$ cat src/rtl/fetch_prefetch_buffer.sv
// Instruction prefetch buffer with multiple outstanding bus requests.
// Fetched words are queued in a small shift FIFO. An aligner turns the head
// words into one 16- or 32-bit instruction per cycle for decode. A redirect
// flushes the queue, and responses that were already in flight are discarded.
module fetch_prefetch_buffer #(
  parameter int unsigned FIFO_DEPTH    = 3,
  parameter int unsigned NUM_REQS      = 2,
  parameter logic [31:0] PC_RESET      = 32'h0000_0000,
  parameter bit          COMPRESSED_EN = 1'b1
) (
  input  logic        clk,
  input  logic        rstn,
  input  logic        redirect_i,
  input  logic [31:0] redirect_pc_i,
  output logic        instr_req_o,
  input  logic        instr_gnt_i,
  output logic [31:0] instr_addr_o,
  input  logic [31:0] instr_rdata_i,
  input  logic        instr_err_i,
  input  logic        instr_rvalid_i,
  output logic        out_valid_o,
  input  logic        out_ready_i,
  output logic [31:0] out_instr_o,
  output logic [31:0] out_pc_o,
  output logic        out_is_compressed_o,
  output logic        out_err_o,
  output logic        busy_o
);

  localparam int unsigned CW = $clog2(NUM_REQS + 1);
  localparam int unsigned OW = $clog2(FIFO_DEPTH + 1);
  localparam int unsigned AW = (FIFO_DEPTH > 1) ? $clog2(FIFO_DEPTH) : 1;

  logic [31:0]   fifo_data   [FIFO_DEPTH];
  logic          fifo_err    [FIFO_DEPTH];
  logic [31:0]   fifo_data_n [FIFO_DEPTH];
  logic          fifo_err_n  [FIFO_DEPTH];
  logic [OW-1:0] occupancy, occupancy_n;
  logic [CW-1:0] outstanding, outstanding_n;
  logic [CW-1:0] discard, discard_n;
  logic [31:0]   fetch_addr, fetch_addr_n;
  logic [31:0]   pc, pc_n;
  logic [AW-1:0] wr_idx;

  logic        unaligned, is_comp, need_w1, w0_err;
  logic        have_w0, have_w1;
  logic [15:0] lo_half, hi_half;
  logic        accept, pop, push, bus_grant;

  // Requests are held off during reset. Otherwise, a request is made only
  // while the queue can hold every response that is already owed.
  assign instr_req_o = rstn && !redirect_i
                    && (outstanding < CW'(NUM_REQS))
                    && ((32'(occupancy) + 32'(outstanding)) < FIFO_DEPTH);

  assign instr_addr_o = fetch_addr;
  assign out_pc_o     = pc;
  assign busy_o       = (outstanding != '0);

  assign have_w0 = (occupancy != '0);
  assign have_w1 = (occupancy >= OW'(2));

  // Aligner: select the halfword at pc and decide whether the next word is needed.
  always_comb begin
    unaligned = COMPRESSED_EN && pc[1];
    w0_err    = fifo_err[0];
    lo_half   = unaligned ? fifo_data[0][31:16] : fifo_data[0][15:0];
    hi_half   = unaligned ? fifo_data[1][15:0]  : fifo_data[0][31:16];
    is_comp   = COMPRESSED_EN && !w0_err && (lo_half[1:0] != 2'b11);
    need_w1   = unaligned && !is_comp && !w0_err;
    out_valid_o         = need_w1 ? have_w1 : have_w0;
    out_is_compressed_o = is_comp;
    out_instr_o         = is_comp ? {16'h0000, lo_half} : {hi_half, lo_half};
    out_err_o           = w0_err || (need_w1 && fifo_err[1]);
  end

  // Handshake and queue control. A redirect overrides an accept in the same
  // cycle. A grant that races a withdrawn request still produces a response,
  // so it is counted.
  always_comb begin
    accept    = out_valid_o && out_ready_i && !redirect_i;
    pop       = accept && (unaligned || !is_comp);
    push      = instr_rvalid_i && (discard == '0) && !redirect_i;
    bus_grant = redirect_i ? instr_gnt_i : (instr_gnt_i && instr_req_o);
    wr_idx    = AW'(occupancy - OW'(pop));
  end

  // Next state for the counters, the fetch address and the decode PC.
  always_comb begin
    outstanding_n = outstanding + CW'(bus_grant) - CW'(instr_rvalid_i);
    discard_n     = discard;
    occupancy_n   = occupancy + OW'(push) - OW'(pop);
    fetch_addr_n  = fetch_addr;
    pc_n          = pc;
    if (redirect_i) begin
      discard_n    = outstanding_n;
      occupancy_n  = '0;
      fetch_addr_n = redirect_pc_i & ~32'd3;
      pc_n         = redirect_pc_i & ~32'd1;
    end else begin
      if (instr_rvalid_i && (discard != '0)) begin
        discard_n = discard - CW'(1);
      end
      if (instr_req_o && instr_gnt_i) begin
        fetch_addr_n = fetch_addr + 32'd4;
      end
      if (accept) begin
        pc_n = pc + (is_comp ? 32'd2 : 32'd4);
      end
    end
  end

  // Next state for the shift FIFO. The head sits in entry 0. On a pop the
  // entries shift down, and a response is written just above the survivors.
  always_comb begin
    fifo_data_n = fifo_data;
    fifo_err_n  = fifo_err;
    if (pop) begin
      for (int i = 0; i < FIFO_DEPTH - 1; i++) begin
        fifo_data_n[i] = fifo_data[i+1];
        fifo_err_n[i]  = fifo_err[i+1];
      end
    end
    if (push) begin
      fifo_data_n[wr_idx] = instr_rdata_i;
      fifo_err_n[wr_idx]  = instr_err_i;
    end
  end

  // State registers. Reset drops the queue and every in-flight transaction.
  always_ff @(posedge clk or negedge rstn) begin
    if (!rstn) begin
      occupancy   <= '0;
      outstanding <= '0;
      discard     <= '0;
      fetch_addr  <= PC_RESET & ~32'd3;
      pc          <= PC_RESET;
      for (int i = 0; i < FIFO_DEPTH; i++) begin
        fifo_data[i] <= '0;
        fifo_err[i]  <= 1'b0;
      end
    end else begin
      occupancy   <= occupancy_n;
      outstanding <= outstanding_n;
      discard     <= discard_n;
      fetch_addr  <= fetch_addr_n;
      pc          <= pc_n;
      fifo_data   <= fifo_data_n;
      fifo_err    <= fifo_err_n;
    end
  end

endmodule

$ cat config.mk
export PLATFORM = sky130hd
export DESIGN_NAME = fetch_prefetch_buffer
export DESIGN_NICKNAME = d
export VERILOG_FILES = /design/src/rtl/fetch_prefetch_buffer.sv
export SDC_FILE = /design/constraint.sdc
export NUM_CORES = 1
export LEC_CHECK = 0
export CAP_MARGIN = 20
export CORE_MARGIN = 10
export CORE_UTILIZATION = 30
export CTS_CLUSTER_DIAMETER = 200
export DETAILED_ROUTE_END_ITERATION = 10
export MAX_ROUTING_LAYER = met4
export PLACE_DENSITY = 0.57
export SETUP_SLACK_MARGIN = 0.5
export SYNTH_ARGS = -nofsm -noshare
export SYNTH_HDL_FRONTEND = slang
export SYNTH_SLANG_ARGS = --single-unit
export TNS_END_PERCENT = 30
$ cat constraint.sdc
create_clock -name clk -period 4.3 [get_ports clk]
set_input_delay 0.86 -clock clk [delete_from_list [all_inputs] [get_ports clk]]
set_output_delay 0.86 -clock clk [all_outputs]
set_load 0.02 [all_outputs]
**Yosys cells after proc, flatten, opt, wreduce, memory -nomap -nowiden**

Index checks and enable logic that the tools add are counted.

- Multiplexer cells: 23
- Reductions and logical operators: 27
- Div/mod/pow operators: 0
- Add/sub/neg operators: 9
- Bitwise operators: 1
- $mul: 0
- Eq/ne operators: 1
- Shift-type cells: 0
- Magnitude comparators: 5

Operator list:

| kind | count |
|---|---|
| $mux W32 | 6 |
| $bwmux W96 | 1 |
| $mux W96 | 1 |
| $demux W32 S2 | 1 |
| $mux W64 | 1 |
| $add A32 B3 Y32 | 1 |
| $add A32 B3 Y32 const B | 1 |
| $mux W16 | 2 |
| $logic_and A1 B1 Y1 | 15 |
| $reduce_bool A2 Y1 | 6 |
| $mux W2 | 4 |
| $mux W3 | 2 |
| $sub A2 B1 Y2 | 3 |
| $add A2 B1 Y2 | 2 |
| $add A2 B2 Y3 | 1 |
| $bwmux W3 | 1 |
| $ge A3 B3 Y1 const B | 1 |
| $logic_not A1 Y1 | 3 |
| $lt A3 B1 Y1 const B | 1 |
| $lt A3 B2 Y1 const B | 1 |
| $mux W1 | 3 |
| $not A2 Y3 | 1 |
| $demux W1 S2 | 1 |
| $ge A2 B2 Y1 const B | 1 |
| other kinds (5) | 6 |

- Bits in read-only memories: 0
- Output and inout bits: 101
- Memory bits (writable): 0
- Word-level logic and storage cells: 77
- Latch bits: 0
- Register bits after elaboration: 169
- Memories kept: 0
- Bits of input ports: 71

**Longest topological paths before layout**

- Depth after elaboration: 18
- Gate-level depth with buffers: 18
- Gate-level depth less buffers: 12

**Least setup slack after synthesis**

No wires, ideal clock.

- Kind: register to register
- Start point: register pc[1], in the netlist out_pc_o[1]
- End point: register fifo_data[10] in the netlist's numbering
- Clock period less this slack: 4.383 ns
- Library setup time: 0.125 ns
- Stages on the path, launching flop included: 17
- Buffers on the path: 6
- Slack: -0.083 ns
- Arrival: 4.259 ns
- Required time: 4.175 ns
- Path through: dfrtp_1 > clkbuf_1 > mux2_2 > a21oi_1 > buf_2 > inv_1 > ha_1 > nor3b_2 > nor4_1 > buf_2 > buf_6 > buf_6 > ha_1 > xnor2_1 > nor2_1 > buf_2 > mux2_2

- Longest elaborated chain between the ends: 17
- Elaborated cells between the ends (all ways): 19
- Classes of those cells: 1 x add/sub; 2 x order compare; 1 x eq/ne; 5 x mux; 1 x bitwise; 9 x reduce/logical

RTL lines:

| element | line | text |
|---|---|---|
| start, declared | 42 | `logic [31:0] pc, pc_n;` |
| start signal, assigned | 147 | `pc <= pc_n;` |
| $mux W16 * | 67 | `lo_half = unaligned ? fifo_data[0][31:16] : fifo_data[0][15:0];` |
| $ne A2 B2 Y1 * | 69 | `is_comp = COMPRESSED_EN && !w0_err && (lo_half[1:0] != 2'b11);` |
| $logic_and A1 B1 Y1 * | 69 |  |
| net out_is_compressed_o | 25 | `output logic out_is_compressed_o,` |
| $logic_not A1 Y1 * | 70, 82 |  |
| $logic_and A1 B1 Y1 (2 in a row) | 70 | `need_w1 = unaligned && !is_comp && !w0_err;` |
| $mux W1 | 71 | `out_valid_o = need_w1 ? have_w1 : have_w0;` |
| $logic_and A1 B1 Y1 (2 in a row) | 81 | `accept = out_valid_o && out_ready_i && !redirect_i;` |
| $logic_and A1 B1 Y1 * | 82 | `pop = accept && (unaligned \|\| !is_comp);` |
| $sub A2 B1 Y2 * | 85 | `wr_idx = AW'(occupancy - OW'(pop));` |
| $not A2 Y3 (implied by the code) * | 125 | `fifo_data_n[wr_idx] = instr_rdata_i;` |
| $ge A3 B3 Y1 (implied by the code) / $lt A3 B1 Y1 (equally long branches) | 125 |  |
| $logic_and A1 B1 Y1 (implied by the code) | 125 |  |
| $mux W32 (implied by the code) | 125 |  |
| $demux W32 S2 * | 125 |  |
| $bwmux W96 * | 125 |  |
| end signal, assigned | 148 | `fifo_data <= fifo_data_n;` |
| end, declared | 34 | `logic [31:0] fifo_data [FIFO_DEPTH];` |

Mark *: on every way through the listed nets, which the timed path passes. The rest lies on a longest branch.
A chain may end at the register's enable or synchronous reset.

==> flow_summary.json <==
{
  "core_um2": 28700,
  "crit_chain": "mux2_2 -> a21oi_4 -> inv_1 -> ha_1 -> nor3b_2 -> nor4_2 -> buf_4 -> buf_4 -> mux2i_1 -> a21oi_1",
  "p_sw_mw": 2.365,
  "synth-warning-count": 0,
  "finalSetupViolations": 0,
  "place_inst": 1354,
  "drv_cap": 0,
  "viasPerCell": 4.869,
  "slew_viol_final": 0,
  "finalNonFillerCells": 1395,
  "num_rows": 62,
  "r2r_cells": 10,
  "crit_arrival_ns": 3.71,
  "rr_endpoint": "fifo_data[78]$_DFF_PN0_",
  "wl_per_cell_um": 18.17,
  "portBuffers": 167,
  "grt_pass1_vias": 7023,
  "vias": 6792,
  "die_w_um": 190.6,
  "drtPass1Iterations": 4,
  "pin_count": 172,
  "ys_seq_elements": 166,
  "max_slew_margin_pct": 28.61,
  "p_int_mw": 4.011,
  "hold_viol_final": 0,
  "status": "complete, no violations",
  "cts-htree-levels": 4,
  "final_cell_mix": "dfrtp_1, clkdlybuf4s50_1, nor2_1, mux2i_1, a21oi_1",
  "r2r-start": "out_pc_o[1]$_DFFE_PN0N_",
  "yosysSeqAreaShare_pct": 47.58,
  "power_density_nw_per_um2": 557.3,
  "drt_iter0_markers": 407,
  "postSynthCellCount": 840,
  "clockBufferDepth": 2,
  "drc": 0,
  "p_leak_nw": 4.595,
  "synth.distinct_cells": 55,
  "grt_start_max_net_pins": 81,
  "min_path_type": "primary input to asynchronous set/reset pin",
  "endpoint": "fifo_data[78]$_DFF_PN0_",
  "root_buffer": "clkbuf_16",
  "async_flop_share_pct": 100.0,
  "ys.flop_type": "dfrtp_1",
  "fin_nets": 1074,
  "setup_ws_ns": 0.8779,
  "postCtsSetupBuffers": 0,
  "grt_pass1_wl_um": 40620,
  "grt_setup_unrepaired": "no",
  "power_frac_comb_pct": 36.1,
  "clock-sinks": 166,
  "globalplace.congestion": 0.8065,
  "clkLatencyLatePin_ns": 0.45,
  "r2r_setup_slack_ns": 0.88,
  "start_util_pct": 30.41,
  "critical_path_peak_fanout": 37,
  "period_minus_slack_ns": 3.422,
  "end_kind": "flop",
  "syn_avg_cell_area_um2": 10.39,
  "cp_slowest_cell": "buf_4",
  "drive_above_1_share_pct": 12.16,
  "worstMarginPinSlew_ns": 1.062,
  "syn-cell-area_um2": 8730,
  "grt_use_total_pct": 14.48,
  "cp_num_buf_inv": 3,
  "chipHeight_um": 190.6,
  "path_depth": 10,
  "max-vdd-ir-drop_uv": 387.6,
  "final_common_cell": "dfrtp_1",
  "crit_top_cell": "buf_4",
  "crit_start": "out_pc_o[1]$_DFFE_PN0N_",
  "dp_hpwl_um": 17990,
  "die-area_um2": 36320,
  "critPathKind": "flop to flop",
  "syn2layout_area_growth_pct": 31.04,
  "grt_overflow": 0,
  "swShare_pct": 37.09,
  "wl_um": 25350,
  "cts_buffers": 17,
  "design_area_um2": 11440,
  "ant_nets": 0,
  "finalCritPeriodShare_pct": 79.58,
  "max_freq_mhz": 292.2,
  "power.clock.fraction_pct": 25.8,
  "crit_required_ns": 4.59,
  "fin_total_pwr_mw": 6.376,
  "crit_family": "buffers and inverters",
  "synth-edff-count": 0,
  "grt_antenna_before_repair": 6,
  "tritoncts": "yes",
  "p_seq_share_pct": 38.0,
  "nFillCells": 2856,
  "dpl_cell_area_um2": 10750,
  "critPathMaxStageDelay_ns": 0.63,
  "clock_skew_ns": 0.02947,
  "pre_cts_ws_ns": 0.7717,
  "finalSetupTns_ns": 0,
  "critPathLaunchType": "flop",
  "clk_pin_slew_worst_paths_ns": 0.09
}
## per-layer routing
metal	vias up	global-route usage, %	wire [um]
met2	176	21.92	11680
met5	-	-	0
li1	3290	-	-
met4	0	3.543	237
met3	15	3.950	1780
met1	3311	18.81	11650
## flip-flops by register name (all words and copies together) (netlist names)
register	count
w0_err	1
instr_addr_o	30
fifo_data	96
discard	2
outstanding	2
occupancy	2
fifo_err	2
out_pc_o	31
## stage by stage
stage	hold WS, ns	util (%)
finish	0.2910	39.86
global route	0.2985	39.84
CTS	0.2794	39.68
detailed placement	0.4960	37.45
global placement	0.4899	37.45
floorplan	0.4803	-
## power by group through the flow
stage                     combinational (mW)  clock [mW]  sequential, mW
final                                   2.30        1.65            2.43
after global routing                    2.55        1.76            2.50
after CTS                               2.35        1.69            2.43
after detailed placement                2.34           0            2.46
after global placement                  2.32           0            2.45
after floorplan                         1.38           0            2.40
## timing repair
item,CTS,global route
gates resized for setup,0,1
hold buffers,0,0
endpoints found under the setup margin,0,1
## worst min path at each step
stage | startpoint | depth (start not counted) | endpoint | slack, ns
finish | rstn | 1 | out_pc_o[18]$_DFFE_PN0N_ | 0.29
global route | rstn | 1 | out_pc_o[18]$_DFFE_PN0N_ | 0.30
global placement | fifo_data[23]$_DFFE_PN0P_ | 1 | fifo_data[23]$_DFFE_PN0P_ | 0.49
CTS | rstn | 1 | out_pc_o[18]$_DFFE_PN0N_ | 0.28
floorplan | fifo_data[10]$_DFFE_PN0P_ | 1 | fifo_data[10]$_DFFE_PN0P_ | 0.48
detailed placement | fifo_data[17]$_DFFE_PN0P_ | 1 | fifo_data[17]$_DFFE_PN0P_ | 0.50
## cell type report
| type | instances | area, um^2 | share of cell area, % |
|---|---|---|---|
| clock buffers | 17 | 425.4 | 3.719 |
| diodes | 8 | 20.02 | 0.1750 |
| inverters | 17 | 63.81 | 0.5578 |
| well taps | 384 | 480.5 | 4.200 |
| multi-input cells | 607 | 4283 | 37.44 |
| flip-flops and latches | 166 | 4155 | 36.32 |
| repair buffers | 181 | 1795 | 15.70 |
| clock inverters | 15 | 216.5 | 1.892 |
## cell families (layout without fill, tap and decap cells)
| family | count (synthesis) | in the layout | synth area share (%) |
|---|---|---|---|
| AOI/OAI and AO/OA | 151 | 151 | 9.990 |
| xor gates and xnor gates | 47 | 47 | 4.715 |
| adders and majority gates | 13 | 13 | 2.035 |
| buffers and inverters | 69 | 230 | 3.784 |
| DFF | 166 | 166 | 47.58 |
| muxes | 140 | 140 | 16.80 |
| other | 1 | 11 | 0.04296 |
| and+or+nand+nor | 253 | 253 | 15.05 |
## cells in the mapped netlist (2+ instances only)
| master | count | area (um^2) |
|---|---|---|
| o311ai_0 | 7 | 61.31 |
| a21boi_0 | 14 | 105.1 |
| and3_1 | 8 | 50.05 |
| and4_1 | 4 | 35.03 |
| xor2_1 | 30 | 262.8 |
| a21o_1 | 3 | 22.52 |
| ha_1 | 11 | 137.6 |
| buf_2 | 11 | 55.05 |
| fa_1 | 2 | 40.04 |
| dfrtp_1 | 166 | 4154 |
| nor4_1 | 4 | 25.02 |
| and2_1 | 4 | 25.02 |
| buf_1 | 4 | 15.01 |
| nand4_4 | 2 | 42.54 |
| o21ai_0 | 29 | 145.1 |
| nor3_1 | 6 | 30.03 |
| a21oi_1 | 79 | 395.4 |
| mux2i_1 | 88 | 880.8 |
| nor4_4 | 2 | 42.54 |
| mux2_2 | 52 | 585.6 |
| nand2_1 | 39 | 146.4 |
| o21a_1 | 3 | 22.52 |
| nand2b_1 | 9 | 56.30 |
| o211ai_1 | 7 | 52.55 |
| clkbuf_1 | 23 | 86.33 |
| nand2_2 | 2 | 12.51 |
| nand3_1 | 31 | 155.2 |
| a31oi_1 | 4 | 25.02 |
| or3_1 | 3 | 18.77 |
| buf_4 | 11 | 82.58 |
| nand4_1 | 25 | 156.4 |
| inv_1 | 16 | 60.06 |
| buf_6 | 2 | 22.52 |
| nor2_1 | 102 | 382.9 |
| xnor2_1 | 17 | 148.9 |
Power figures use the tool's default switching activity.
